[src/rtl/pcm_playback.sv]
// pcm_playback: consumer side of the audio byte FIFO.
//
// On each accepted output-sample tick a phase accumulator advances by the sample
// rate. A carry starts a fetch of 1, 2 or 4 bytes from the FIFO. The bytes are
// assembled into signed 16-bit left/right samples, scaled by a volume gain and
// presented as registered stereo samples for the DAC serializer.
//
// Ports:
//   i_clk          system clock
//   i_rst          synchronous active-high reset
//   i_next_sample  one-cycle tick per output sample period
//   i_sample_rate  phase increment (0 = paused, values above 128 act as 128)
//   i_mode_stereo  1 = interleaved L,R; 0 = mono duplicated to both channels
//   i_mode_16bit   1 = 16-bit little-endian samples; 0 = 8-bit signed samples
//   i_volume       gain index 0..15
//   i_fifo_rddata  FIFO read data, valid the cycle after o_fifo_rd_en
//   i_fifo_empty   FIFO empty flag
//   o_fifo_rd_en   FIFO read strobe, one byte per asserted cycle
//   o_left_out     registered signed left sample
//   o_right_out    registered signed right sample
//   o_out_valid    one-cycle pulse when the outputs update
//   o_underrun     one-cycle pulse when a fetch is aborted on an empty FIFO
module pcm_playback (
  input  logic        i_clk,
  input  logic        i_rst,
  input  logic        i_next_sample,
  input  logic [7:0]  i_sample_rate,
  input  logic        i_mode_stereo,
  input  logic        i_mode_16bit,
  input  logic [3:0]  i_volume,
  input  logic [7:0]  i_fifo_rddata,
  input  logic        i_fifo_empty,
  output logic        o_fifo_rd_en,
  output logic [15:0] o_left_out,
  output logic [15:0] o_right_out,
  output logic        o_out_valid,
  output logic        o_underrun
);

  localparam logic [1:0] ST_IDLE    = 2'd0;
  localparam logic [1:0] ST_READ    = 2'd1;
  localparam logic [1:0] ST_CAPTURE = 2'd2;
  localparam logic [1:0] ST_OUTPUT  = 2'd3;

  logic [1:0]  r_state;
  logic [7:0]  r_acc;
  logic        r_stereo;
  logic        r_16bit;
  logic [2:0]  r_rd_cnt;
  logic [1:0]  r_cap_idx;
  logic        r_cap_pending;
  logic        r_abort;
  logic [7:0]  r_bytes [4];
  logic [15:0] r_left;
  logic [15:0] r_right;
  logic        r_out_valid;
  logic        r_underrun;

  logic [7:0]  w_rate;
  logic [7:0]  w_sum;
  logic [2:0]  w_n;
  logic [6:0]  w_gain;
  logic [15:0] w_left_raw;
  logic [15:0] w_right_raw;

  function automatic logic [6:0] gain_lut(input logic [3:0] vol);
    logic [6:0] g;
    case (vol)
      4'd0:    g = 7'd0;
      4'd1:    g = 7'd1;
      4'd2:    g = 7'd2;
      4'd3:    g = 7'd3;
      4'd4:    g = 7'd4;
      4'd5:    g = 7'd5;
      4'd6:    g = 7'd6;
      4'd7:    g = 7'd8;
      4'd8:    g = 7'd11;
      4'd9:    g = 7'd14;
      4'd10:   g = 7'd18;
      4'd11:   g = 7'd23;
      4'd12:   g = 7'd30;
      4'd13:   g = 7'd38;
      4'd14:   g = 7'd49;
      default: g = 7'd64;
    endcase
    return g;
  endfunction

  // Gain is an unsigned 0..64 value; a zero sign bit keeps 64 positive in the
  // signed multiply. |sample*gain| <= 2^21, so no product bits are lost.
  function automatic logic [15:0] apply_gain(input logic [15:0] s, input logic [6:0] g);
    logic signed [23:0] p;
    p = 24'($signed(s)) * 24'($signed({1'b0, g}));
    return 16'(p >>> 6);
  endfunction

  assign w_rate = (i_sample_rate > 8'd128) ? 8'd128 : i_sample_rate;
  // r_acc never exceeds 127, so the 8-bit sum cannot wrap; bit 7 is the carry.
  assign w_sum  = r_acc + w_rate;
  assign w_gain = gain_lut(i_volume);

  always_comb begin
    unique case ({r_16bit, r_stereo})
      2'b00:   w_n = 3'd1;
      2'b11:   w_n = 3'd4;
      default: w_n = 3'd2;
    endcase
  end

  assign w_left_raw  = r_16bit ? {r_bytes[1], r_bytes[0]} : {r_bytes[0], 8'h00};
  assign w_right_raw = !r_stereo ? w_left_raw :
                       (r_16bit ? {r_bytes[3], r_bytes[2]} : {r_bytes[1], 8'h00});

  // Reset gates the strobe so no byte is consumed by a fetch being aborted.
  assign o_fifo_rd_en = (r_state == ST_READ) && !i_fifo_empty && !i_rst;

  always_ff @(posedge i_clk) begin
    if (i_rst) begin
      r_state       <= ST_IDLE;
      r_acc         <= 8'd0;
      r_stereo      <= 1'b0;
      r_16bit       <= 1'b0;
      r_rd_cnt      <= 3'd0;
      r_cap_idx     <= 2'd0;
      r_cap_pending <= 1'b0;
      r_abort       <= 1'b0;
      for (int i = 0; i < 4; i++) r_bytes[i] <= 8'h00;
      r_left        <= 16'h0000;
      r_right       <= 16'h0000;
      r_out_valid   <= 1'b0;
      r_underrun    <= 1'b0;
    end else begin
      r_out_valid   <= 1'b0;
      r_underrun    <= 1'b0;
      // Read data lands one cycle after the strobe; store it in arrival order.
      r_cap_pending <= o_fifo_rd_en;
      if (r_cap_pending) begin
        r_bytes[r_cap_idx] <= i_fifo_rddata;
        r_cap_idx          <= r_cap_idx + 2'd1;
      end

      case (r_state)
        ST_IDLE: begin
          if (i_next_sample) begin
            r_acc <= {1'b0, w_sum[6:0]};
            if (w_sum[7]) begin
              r_state   <= ST_READ;
              r_stereo  <= i_mode_stereo;
              r_16bit   <= i_mode_16bit;
              r_rd_cnt  <= 3'd0;
              r_cap_idx <= 2'd0;
              r_abort   <= 1'b0;
            end
          end
        end
        ST_READ: begin
          if (i_fifo_empty) begin
            // A byte is still owed but none is available: abandon the fetch.
            r_abort <= 1'b1;
            r_state <= ST_OUTPUT;
          end else begin
            r_rd_cnt <= r_rd_cnt + 3'd1;
            if (r_rd_cnt + 3'd1 == w_n) r_state <= ST_CAPTURE;
          end
        end
        ST_CAPTURE: begin
          r_state <= ST_OUTPUT;
        end
        ST_OUTPUT: begin
          if (r_abort) begin
            r_left     <= 16'h0000;
            r_right    <= 16'h0000;
            r_underrun <= 1'b1;
          end else begin
            r_left  <= apply_gain(w_left_raw, w_gain);
            r_right <= apply_gain(w_right_raw, w_gain);
          end
          r_out_valid <= 1'b1;
          r_abort     <= 1'b0;
          r_state     <= ST_IDLE;
        end
        default: r_state <= ST_IDLE;
      endcase
    end
  end

  assign o_left_out  = r_left;
  assign o_right_out = r_right;
  assign o_out_valid = r_out_valid;
  assign o_underrun  = r_underrun;

endmodule

[config.mk]
export PLATFORM = sky130hd
export DESIGN_NAME = pcm_playback
export DESIGN_NICKNAME = d
export VERILOG_FILES = /design/src/rtl/pcm_playback.sv
export SDC_FILE = /design/constraint.sdc
export NUM_CORES = 1
export LEC_CHECK = 0
export ABC_CLOCK_PERIOD_IN_PS = 8900
export CAP_MARGIN = 40
export CORE_UTILIZATION = 55
export DETAILED_ROUTE_END_ITERATION = 8
export GPL_ROUTABILITY_DRIVEN = 0
export PLACE_DENSITY = 0.71
export RECOVER_POWER = 100
export SETUP_SLACK_MARGIN = 0.15
export SLEW_MARGIN = 20
export SYNTH_ARGS = -nofsm -noshare
export SYNTH_HDL_FRONTEND = slang
export SYNTH_SLANG_ARGS = --single-unit
export TNS_END_PERCENT = 50
[constraint.sdc]
create_clock -name i_clk -period 8.9 [get_ports i_clk]
set_clock_uncertainty 0.05 [all_clocks]
set_input_delay 2.67 -clock i_clk [delete_from_list [all_inputs] [get_ports i_clk]]
set_output_delay 2.67 -clock i_clk [all_outputs]
set_load 0.1 [all_outputs]
After elaboration in Yosys (flattened, before gate mapping)
Memories as Yosys holds them, arrays and structs flattened.
Cells that the tools add are included.
{"block": "op_classes", "mux": 34, "reduce_logical": 15, "add_sub_neg": 3, "eq_ne": 10, "bitwise_logic": 1, "order_cmp": 1, "mul": 2}
{"op": "$mux 16", "count": 5}
{"op": "$mul 16x8->22", "count": 2}
{"op": "$mux 2", "count": 9}
{"op": "$mux 8", "count": 2}
{"op": "$pmux 3 s2", "count": 2}
{"op": "$mux 1", "count": 11}
{"op": "$mux 3", "count": 3}
{"op": "$add 7x8->8", "count": 1}
{"op": "$gt 8x8->1 const B", "count": 1}
{"op": "$ne 2x2->1 const B", "count": 4}
{"op": "$pmux 2 s4", "count": 1}
{"op": "$reduce_and 4->1", "count": 2}
{"op": "$reduce_or 8->1", "count": 1}
{"op": "$eq 2x2->1 const B", "count": 3}
{"op": "$reduce_and 3->1", "count": 2}
{"op": "$logic_not 2->1", "count": 2}
{"op": "$add 3x1->3 const B", "count": 1}
{"op": "$eq 3x3->1", "count": 1}
{"op": "$ne 3x2->1 const B", "count": 1}
{"op": "$pmux 1 s3", "count": 1}
{"op": "$reduce_bool 3->1", "count": 1}
{"op": "$add 2x1->2 const B", "count": 1}
{"op": "$eq 2x1->1 const B", "count": 1}
{"op": "$logic_and 1x1->1", "count": 2}
{"op": "other kinds (5)", "count": 6}
{"block": "totals", "input_bits": 26, "mem_count": 2, "wordCells": 80, "ram_bits": 32, "regBits": 52, "mem_bits_ro": 112}
{"name": "(name not given)", "depth": 16, "word_bits": 7, "rd": 1, "rd_ports_with_merged_regs": 0, "wr": 0, "line_no": "68", "rtl": "case (vol)"}
{"name": "r_bytes", "depth": 4, "word_bits": 8, "rd": 4, "rd_ports_with_merged_regs": 0, "wr": 4, "line_no": "53", "rtl": "logic [7:0] r_bytes [4];"}

Logic depth before layout (Yosys ltp)
Gate-level depths: netlist of run 1.
{"block": "depth", "depth_word": 6, "ltp_mapped": 25}

Least setup slack after synthesis of run 1
OpenSTA, ideal clock, no wires.
{"block": "synth_path", "kind": "input port to flip-flop", "from": "in i_volume[2]", "to": "reg r_right[15] (netlist: o_right_out[15])", "path_slack_ns": 1.089, "arrival_time_ns": 7.643, "required_ns": 8.732, "n_path_buf": 2, "setup_ns": 0.118, "path_stages": 24, "path_cell_list": "clkbuf_1 nand2_1 o21ai_0 nand2_1 o21ai_1 clkbuf_1 nand3_1 fa_1 inv_1 fa_1 fa_1 inv_1 fa_1 inv_1 ha_1 a21o_1 a21oi_1 nand2_1 a2111oi_2 o21ai_1 nand2_1 o21ai_1 xnor2_1 a22o_1"}
{"block": "synth_via", "elab_chain_len": 3}
{"item": "start, declared", "line_no": "30", "rtl": "input logic [3:0] i_volume,"}
{"item": "$mem_v2 16x7"}
{"item": "$mul 16x8->22", "line_no": "93", "rtl": "p = 24'($signed(s)) * 24'($signed({1'b0, g}));"}
{"item": "$mux 16", "line_no": "170", "rtl": "if (r_abort) begin"}
{"item": "end signal, assigned", "line_no": "176", "rtl": "r_right <= apply_gain(w_right_raw, w_gain);"}
{"item": "end, declared", "line_no": "55", "rtl": "logic [15:0] r_right;"}
No other way between the ends.
A chain may end at the register's enable or synchronous reset.

Final worst setup path of run 1
{"block": "layout_path", "from": "in i_volume[0]", "to": "reg r_left[13] (netlist: o_left_out[13])"}
{"block": "layout_via", "elab_chain_len": 3}
{"item": "$mem_v2 16x7"}
{"item": "$mul 16x8->22", "line_no": "93"}
{"item": "$mux 16", "line_no": "170"}
{"item": "end signal, assigned", "line_no": "175", "rtl": "r_left <= apply_gain(w_left_raw, w_gain);"}
{"item": "end, declared", "line_no": "54", "rtl": "logic [15:0] r_left;"}
No other way between the ends.

==> results of run 1 <==
## layer usage
metal,GRT usage,share of wire
met2,0.481,0.49
met3,0.0354,0.058
met4,0.116,0.039
met5,0,0
met1,0.361,0.41
## final timing paths
check	startpoint	endpoint	slack [ns]	cells past startpoint
max reg2reg	r_16bit	o_right_out[9]	2.68	20
min reg2reg	o_right_out[10]	o_right_out[10]	0.41	2
max	i_volume[0]	o_left_out[13]	0.52	22
min	o_right_out[10]	o_right_out[10]	0.41	2
## cell usage after synthesis, types with 3 or more instances
cell,instances
inv_1,243
nor2_1,231
fa_1,161
ha_1,101
nand2_1,73
a21oi_1,55
dfxtp_1,52
clkbuf_1,42
nor2b_1,38
xnor2_1,35
edfxtp_1,32
nand3_1,26
nand2b_1,25
a21o_1,19
xor2_1,17
o21ai_0,15
mux2i_1,14
a22o_1,13
nor3_1,12
o21ai_1,12
or2_2,10
mux2_2,8
and2_1,7
nand3b_1,6
o21a_1,6
o21bai_1,5
a211oi_1,4
nand4_1,4
a31oi_1,3
buf_1,3
## repair_timing
| action | CTS | global route |
|---|---|---|
| resized for setup | 0 | 2 |
| buffers inserted | 0 | 0 |
| endpoints found under the setup margin | 0 | 2 |
## sequential cells by signal, summed over array words and instances, names as in the netlist, 2 cells and up
name	flops
r_bytes	32
o_left_out	16
o_right_out	16
r_acc	7
r_rd_cnt	3
r_cap_idx	2
r_state	2
## worst reg2reg max path, stage by stage (launching register included)
cell and delay [ns]:
dfxtp_2 0.34, buf_4 0.49, inv_1 0.36, o21ai_1 0.64, nand2b_1 0.22, fa_1 0.39
inv_1 0.08, fa_1 0.41, fa_1 0.49, inv_1 0.05, fa_1 0.47, inv_1 0.04
ha_1 0.34, a21o_1 0.19, a21oi_1 0.23, nand2_1 0.11, o21ai_0 0.40, o21bai_2 0.12
a21oi_1 0.28, mux2_1 0.36, nand3_1 0.09
## per-stage QoR
step / instance area [µm²] / instances / hold WS (ns) / power (mW)
after CTS: 13200 / 1662 / 0.407 / 2.21
after global placement: 12300 / 1610 / 0.388 / 1.74
after global routing: 12900 / 1665 / 0.415 / 2.36
final: 12900 / 1665 / 0.407 / 2.16
after detailed placement: 12900 / 1646 / 0.397 / 1.81
after floorplan: 11300 / 1306 / 0.391 / 1.43
## cells in the final DEF (no fill, tap or decap), types with 17 or more instances in the layout
cell type / n
a21o_1: 19
a21oi_1: 55
buf_4: 19
clkbuf_1: 31
clkdlybuf4s50_1: 47
dfxtp_1: 51
edfxtp_1: 32
fa_1: 161
ha_1: 101
inv_1: 243
nand2_1: 73
nand2b_1: 25
nand3_1: 26
nor2_1: 231
nor2b_1: 38
o21ai_0: 19
xnor2_1: 35
xor2_1: 17
## kinds of logic after synthesis
| logic type | synth area share |
|---|---|
| XOR/XNOR | 0.0402 |
| multiplexers | 0.0243 |
| adder cells (fa/ha/maj) | 0.396 |
| AND/OR/NAND/NOR | 0.173 |
| buffers and inverters | 0.0959 |
| flip-flops | 0.177 |
| AO/OA/AOI/OAI | 0.0940 |
## where the power goes
part           leakage [nW]  switching, mW  total (mW)  internal (mW)
Clock                 0.148          0.188       0.387          0.199
Sequential            0.752         0.0310       0.466          0.435
Combinational          5.44          0.810        1.31          0.500
Total                  6.34           1.03        2.16           1.14
## area by class of cell
| type | count | area, µm² |
|---|---|---|
| Fill cell | 1702 | 7380 |
| Multi-Input combinational cell | 933 | 8190 |
| Tap cell | 270 | 338 |
| Sequential cell | 84 | 2000 |
| Timing Repair Buffer | 119 | 1110 |
| Clock buffer | 9 | 225 |
| Clock inverter | 7 | 73.8 |
| Inverter | 243 | 912 |
==> metrics.md, run 1 <==
| Metric | Value |
|---|---|
| Die area | ~21000 µm² |
| Post-synthesis sequential area ratio | 0.177 |
| Final core utilization | 0.635 |
| Crit-path slowest cell | dlygate4sd3_1 |
| Initial cell density of the core | 0.560 |
| Number of port buffers | 60 |
| Crit. End Element | flop |
| Initial DRC count | 550 |
| DR vias/cell | ~5.4 |
| ANT nets after route | 0 |
| Area grow syn2layout | 13.5% |
| Clk slew on worst S/H paths | ~0.080 ns |
| Largest net degree at the start of global routing | 56 |
| Top Family by Delay on Critical Path | adder cells |
| Failing checks | capacitance limit, slew limit |
| # DRC | 0 |
| H-tree depth | 3 |
| VDD IR-drop max | 0.000131 V |
| Max Freq | 119 MHz |
| Crit path largest cell delay | about 0.64 ns |
| DR WL/cell | between 15 and 20 µm |
| EDFF count, synth | 32 |
| Global-route wire length before repair | around 47000 µm |
| Post-Synthesis Cells | 1306 |
| Cell chain of the critical path | dlygate4sd3_1, inv_1, mux2i_1, nand2_1, o21a_1, or2_2, fa_1, inv_1, fa_1, fa_1, inv_1, fa_1, inv_1, ha_1, nand4_1, or2_2, o211ai_1, a31oi_2, o21ai_0, o22ai_1, xnor2_1, a22o_1 |
| Setup WS post-layout | ~0.52 ns |
| Via count | around 9.0k |
| Core Box Area | about 20000 µm² |
| Worst Path Required | about 9.1 ns |
| Final setup viols | 0 |
| Post-synth top area share | 0.285 |
| Pwr dens | 168 nW/µm² |
| Max Fanout on Critical Path | 10 |
| Status | complete, but fails checks |
| Number of diodes | 0 |
| Total gr overflow | 0 |
| Post-Syn Area | ~11000 µm² |
| P_leak | roughly 6.3 nW |
| Async set-or-reset flop fraction in the synthesized netlist | 0 |
| NumNets Final | 1678 |
| WS Path Type | input pin to flop |
| Iteration count of the initial detailed-routing pass | 5 |
| Syn. warnings | 0 |
| Initial antenna violation count | 0 |
| Largest cells by area after synthesis | fa_1 28%, ha_1 11%, dfxtp_1 9.2% |
| Die W | roughly 150 µm |
| Crit path time final | between 8 and 9 ns |
| Sink Count | 84 |
| Distinct cell type count after synthesis | between 50 and 60 |
| Drt total wl | approximately 28000 µm |
| Syn nets | about 1.6k |
| DP Worst Slack | 0.255 ns |
| Class of the worst hold path | flop to flop |
| Syn Area/Cell | 8.67 µm² |
| Num CTS Buffers | 9 |
| Startpoint types | input pin |
| Layout cells sized above 1 | 0.0516 |
| CTS max path bufs | 2 |
| Tightest Pin Transition | roughly 1.8 ns |
| Worst-Skew Late Latency | 0.35 ns |
| Normalized max-slew margin | -0.227 |
| Die height | approximately 150 µm |
| Final Cycle Share | 0.942 |
| Buf/Inv on CP | 5 |
| Synth area leader | fa_1 |
| Final hold viol count | 0 |
| RSZ-0062 raised after global routing | no |
| IO Count | 61 |
| CP Data Arrival Time | between 8 and 9 ns |
| GRT Overall Usage | 0.281 |
| Setup TNS | 0 ns |
| Post-DP HPWL | 22500 µm |
| Vias in the first global route | around 9k |
| Root buffer cell | clkbuf_16 |
| Final Max Tran Viols | 45 |
| Yosys reg bits | 84 |
| Row Count | 52 |
| Max-cap violations | 1 |
| TritonCTS clock tree | done |
| Top_reg_cell synth | dfxtp_1 |
| Hold_buf cts | 0 |
Power figures use the tool's default switching activity.
==> run 2, diff against run 1 <==
GPL_TIMING_DRIVEN = 0   (was unset)
==> metrics.md, run 2 (synthesis results as in run 1) <==
| Metric | Value |
|---|---|
| Overall power | 2.19 mW (was 2.16 mW) |
| Worst path depth | 23 (was 22) |
| Initial antenna violation count | 0 (unchanged) |
| Sink Count | 84 (unchanged) |
| Switching part of the total | 0.478 (was 0.475) |
| Global-route wire length before repair | 48700 µm (was 46600 µm) |
| Setup TNS | 0 ns (unchanged) |
| Fillers | 1702 (unchanged) |
| Iteration count of the initial detailed-routing pass | 5 (unchanged) |
| CTS max path bufs | 2 (unchanged) |
| Initial DRC count | 594 (was 550) |
| ANT nets after route | 0 (unchanged) |
| Status | completed (was complete, but fails checks) |
| Largest net degree at the start of global routing | 16 (was 56) |
| Initial cell density of the core | 0.560 (unchanged) |
| Final setup viols | 0 (unchanged) |
| Normalized max-slew margin | 0.207 (was -0.227) |
| Crit path time final | 8.46 ns (was 8.38 ns) |
| Class of the worst hold path | flop to flop (unchanged) |
| Die W | 146 µm (unchanged) |
| GRT Overall Usage | 0.296 (was 0.281) |
| CP Data Arrival Time | 8.67 ns (was 8.58 ns) |
| Drt total wl | 29100 µm (was 27800 µm) |
| Worst Hold Depth | 2 (unchanged) |
| NumNets Final | 1704 (was 1678) |
| Combinational power share | 0.614 (was 0.605) |
| Storage cell area | 2000 µm² (about the same) |
| Crit-path slowest cell | dlygate4sd3_1 (unchanged) |
| Crit. End Element | flop (unchanged) |
| FF-to-FF path depth | 23 (was 20) |
| Clk slew on worst S/H paths | 0.08 ns (about the same) |
| Max FFs per register | 32 (unchanged) |
| TritonCTS clock tree | done (unchanged) |
| Top Family by Delay on Critical Path | adder cells (unchanged) |
| Max Freq | 118 MHz (was 119 MHz) |
| Max-cap violations | 0 (was 1) |
| Buf/Inv on CP | 5 (unchanged) |
| Max Fanout on Critical Path | 10 (unchanged) |
| RSZ-0062 raised after global routing | no (unchanged) |
| Root buffer cell | clkbuf_16 (unchanged) |
| H-tree depth | 3 (unchanged) |
| Hold_buf cts | 0 (unchanged) |
| Total gr overflow | 0 (unchanged) |
| Crit path largest cell delay | 0.67 ns (was 0.64 ns) |
| Post-DP HPWL | 24100 µm (was 22500 µm) |
| Final hold viol count | 0 (unchanged) |
| Core Box Area | 20200 µm² (unchanged) |
| VDD IR-drop max | 0.000139 V (was 0.000131 V) |
| WS Path Type | input pin to flop (unchanged) |
| Multi-input logic area | 8250 µm² (was 8190 µm²) |
| Die height | 146 µm (unchanged) |
| Net switching power | 1.05 mW (was 1.03 mW) |
| # DRC | 0 (unchanged) |
| Worst Path Required | 9.10 ns (about the same) |
| Tightest Pin Transition | 1.20 ns (was 1.84 ns) |
| Int Pwr | 1.14 mW (about the same) |
| Most frequent CP cell | fa_1 |
| Startpoint types | input pin (unchanged) |
| Via count | 9214 (was 8978) |
| Most frequent cells in the layout | 243 x inv_1, 231 x nor2_1, 161 x fa_1 (unchanged) |
| Pwr dens | 169 nW/µm² (was 168 nW/µm²) |
| Final Cycle Share | 0.951 (was 0.942) |
| Number of port buffers | 59 (was 60) |
| IO Count | 61 (unchanged) |
| R2R Setup Slk | 1.80 ns (was 2.68 ns) |
| Seq pwr share | 0.214 (was 0.216) |
| Top reg by flops | r_bytes (unchanged) |
| Worst-Skew Late Latency | 0.35 ns (about the same) |
| DR WL/cell | 17.2 µm (was 16.7 µm) |
| Number of diodes | 0 (unchanged) |
| Row Count | 52 (unchanged) |
| P_leak | 6.36 nW (was 6.34 nW) |
| Clock Power Share | 0.172 (was 0.179) |
| Cell chain of the critical path | dlygate4sd3_1, buf_2, o21ai_0, nand2_1, o21a_2, clkbuf_4, nor2_1, fa_1, fa_1, fa_1, inv_1, fa_1, inv_1, ha_1, a21o_1, a21o_1, a21oi_1, o211ai_1, a31oi_4, o211ai_2, a31oi_1, xnor2_1, a22o_1 (was dlygate4sd3_1, inv_1, mux2i_1, nand2_1, o21a_1, or2_2, fa_1, inv_1, fa_1, fa_1, inv_1, fa_1, inv_1, ha_1, nand4_1, or2_2, o211ai_1, a31oi_2, o21ai_0, o22ai_1, xnor2_1, a22o_1) |
| DR vias/cell | 5.45 (was 5.39) |
| Die area | 21200 µm² (unchanged) |
| Layout cells sized above 1 | 0.0521 (was 0.0516) |
| Vias in the first global route | 9498 (was 9218) |
| Commonest non-fill, non-tap cell in the layout | inv_1 (unchanged) |
| Final Max Tran Viols | 0 (was 45) |
| Num CTS Buffers | 9 (unchanged) |
| Area grow syn2layout | 14.3% (was 13.5%) |
## run 2: cell types whose count changed in the layout (fill, tap and decap cells not counted), sizes merged
cell / previous run / this run
buf: 29 / 19
inv: 248 / 246
dlygate4sd3: 11 / 12
clkdlybuf4s50: 47 / 45
dlygate4sd2: 0 / 1
clkbuf: 40 / 78
## run 2: power by group through the flow
stage	Sequential [mW]	Combinational, mW	Clock, mW
after detailed placement	0.474	1.35	0
final	0.468	1.34	0.376
after CTS	0.467	1.37	0.378
after floorplan	0.552	0.876	0
after global placement	0.474	1.29	0
after global routing	0.472	1.50	0.393
## run 2: area by class of cell
class                      count  area share
multi-input combinational    933       0.637
tap                          270      0.0261
inverter                     243      0.0704
sequential                    84       0.155
clock inverter                 5     0.00338
clock buffer                  11      0.0187
timing repair buffer          99      0.0740
buffer                        46      0.0158
## run 2: worst paths after layout
check                     to           start
max reg2reg  o_right_out[12]        r_stereo
min           o_right_out[5]  o_right_out[5]
max           o_left_out[15]     i_volume[2]
min reg2reg   o_right_out[5]  o_right_out[5]
## run 2: what timing repair did
item / 4_1_cts / 5_1_grt
resized for setup: 13 / 30
endpoints found under the setup margin: 14 / 18
buffers inserted: 0 / 3
pin swaps: 0 / 1
gates cloned: 0 / 0
## run 2: tightest hold or removal path: cells and delay by family, from the launching register on
| family | cells | cell delay (ns) |
|---|---|---|
| flops | 1 | 0.33 |
| simple gates | 2 | 0.10 |
## run 2: metrics by stage
step	cell area (µm²)	util	hold WS, ns	worst slack (ns)	cells
floorplan	11300	-	0.391	1.09	1306
global placement	12300	0.606	0.384	-0.976	1635
detailed placement	12900	0.637	0.390	-0.679	1672
CTS	13200	0.653	0.407	0.138	1688
global route	13000	0.640	0.422	0.0920	1691
finish	13000	0.640	0.403	0.436	1691
## run 2: layer usage
layer | global-route usage | part of all wire
met5 | 0 | 0
met2 | 0.499 | 0.49
met3 | 0.0489 | 0.064
met1 | 0.388 | 0.42
met4 | 0.0984 | 0.030
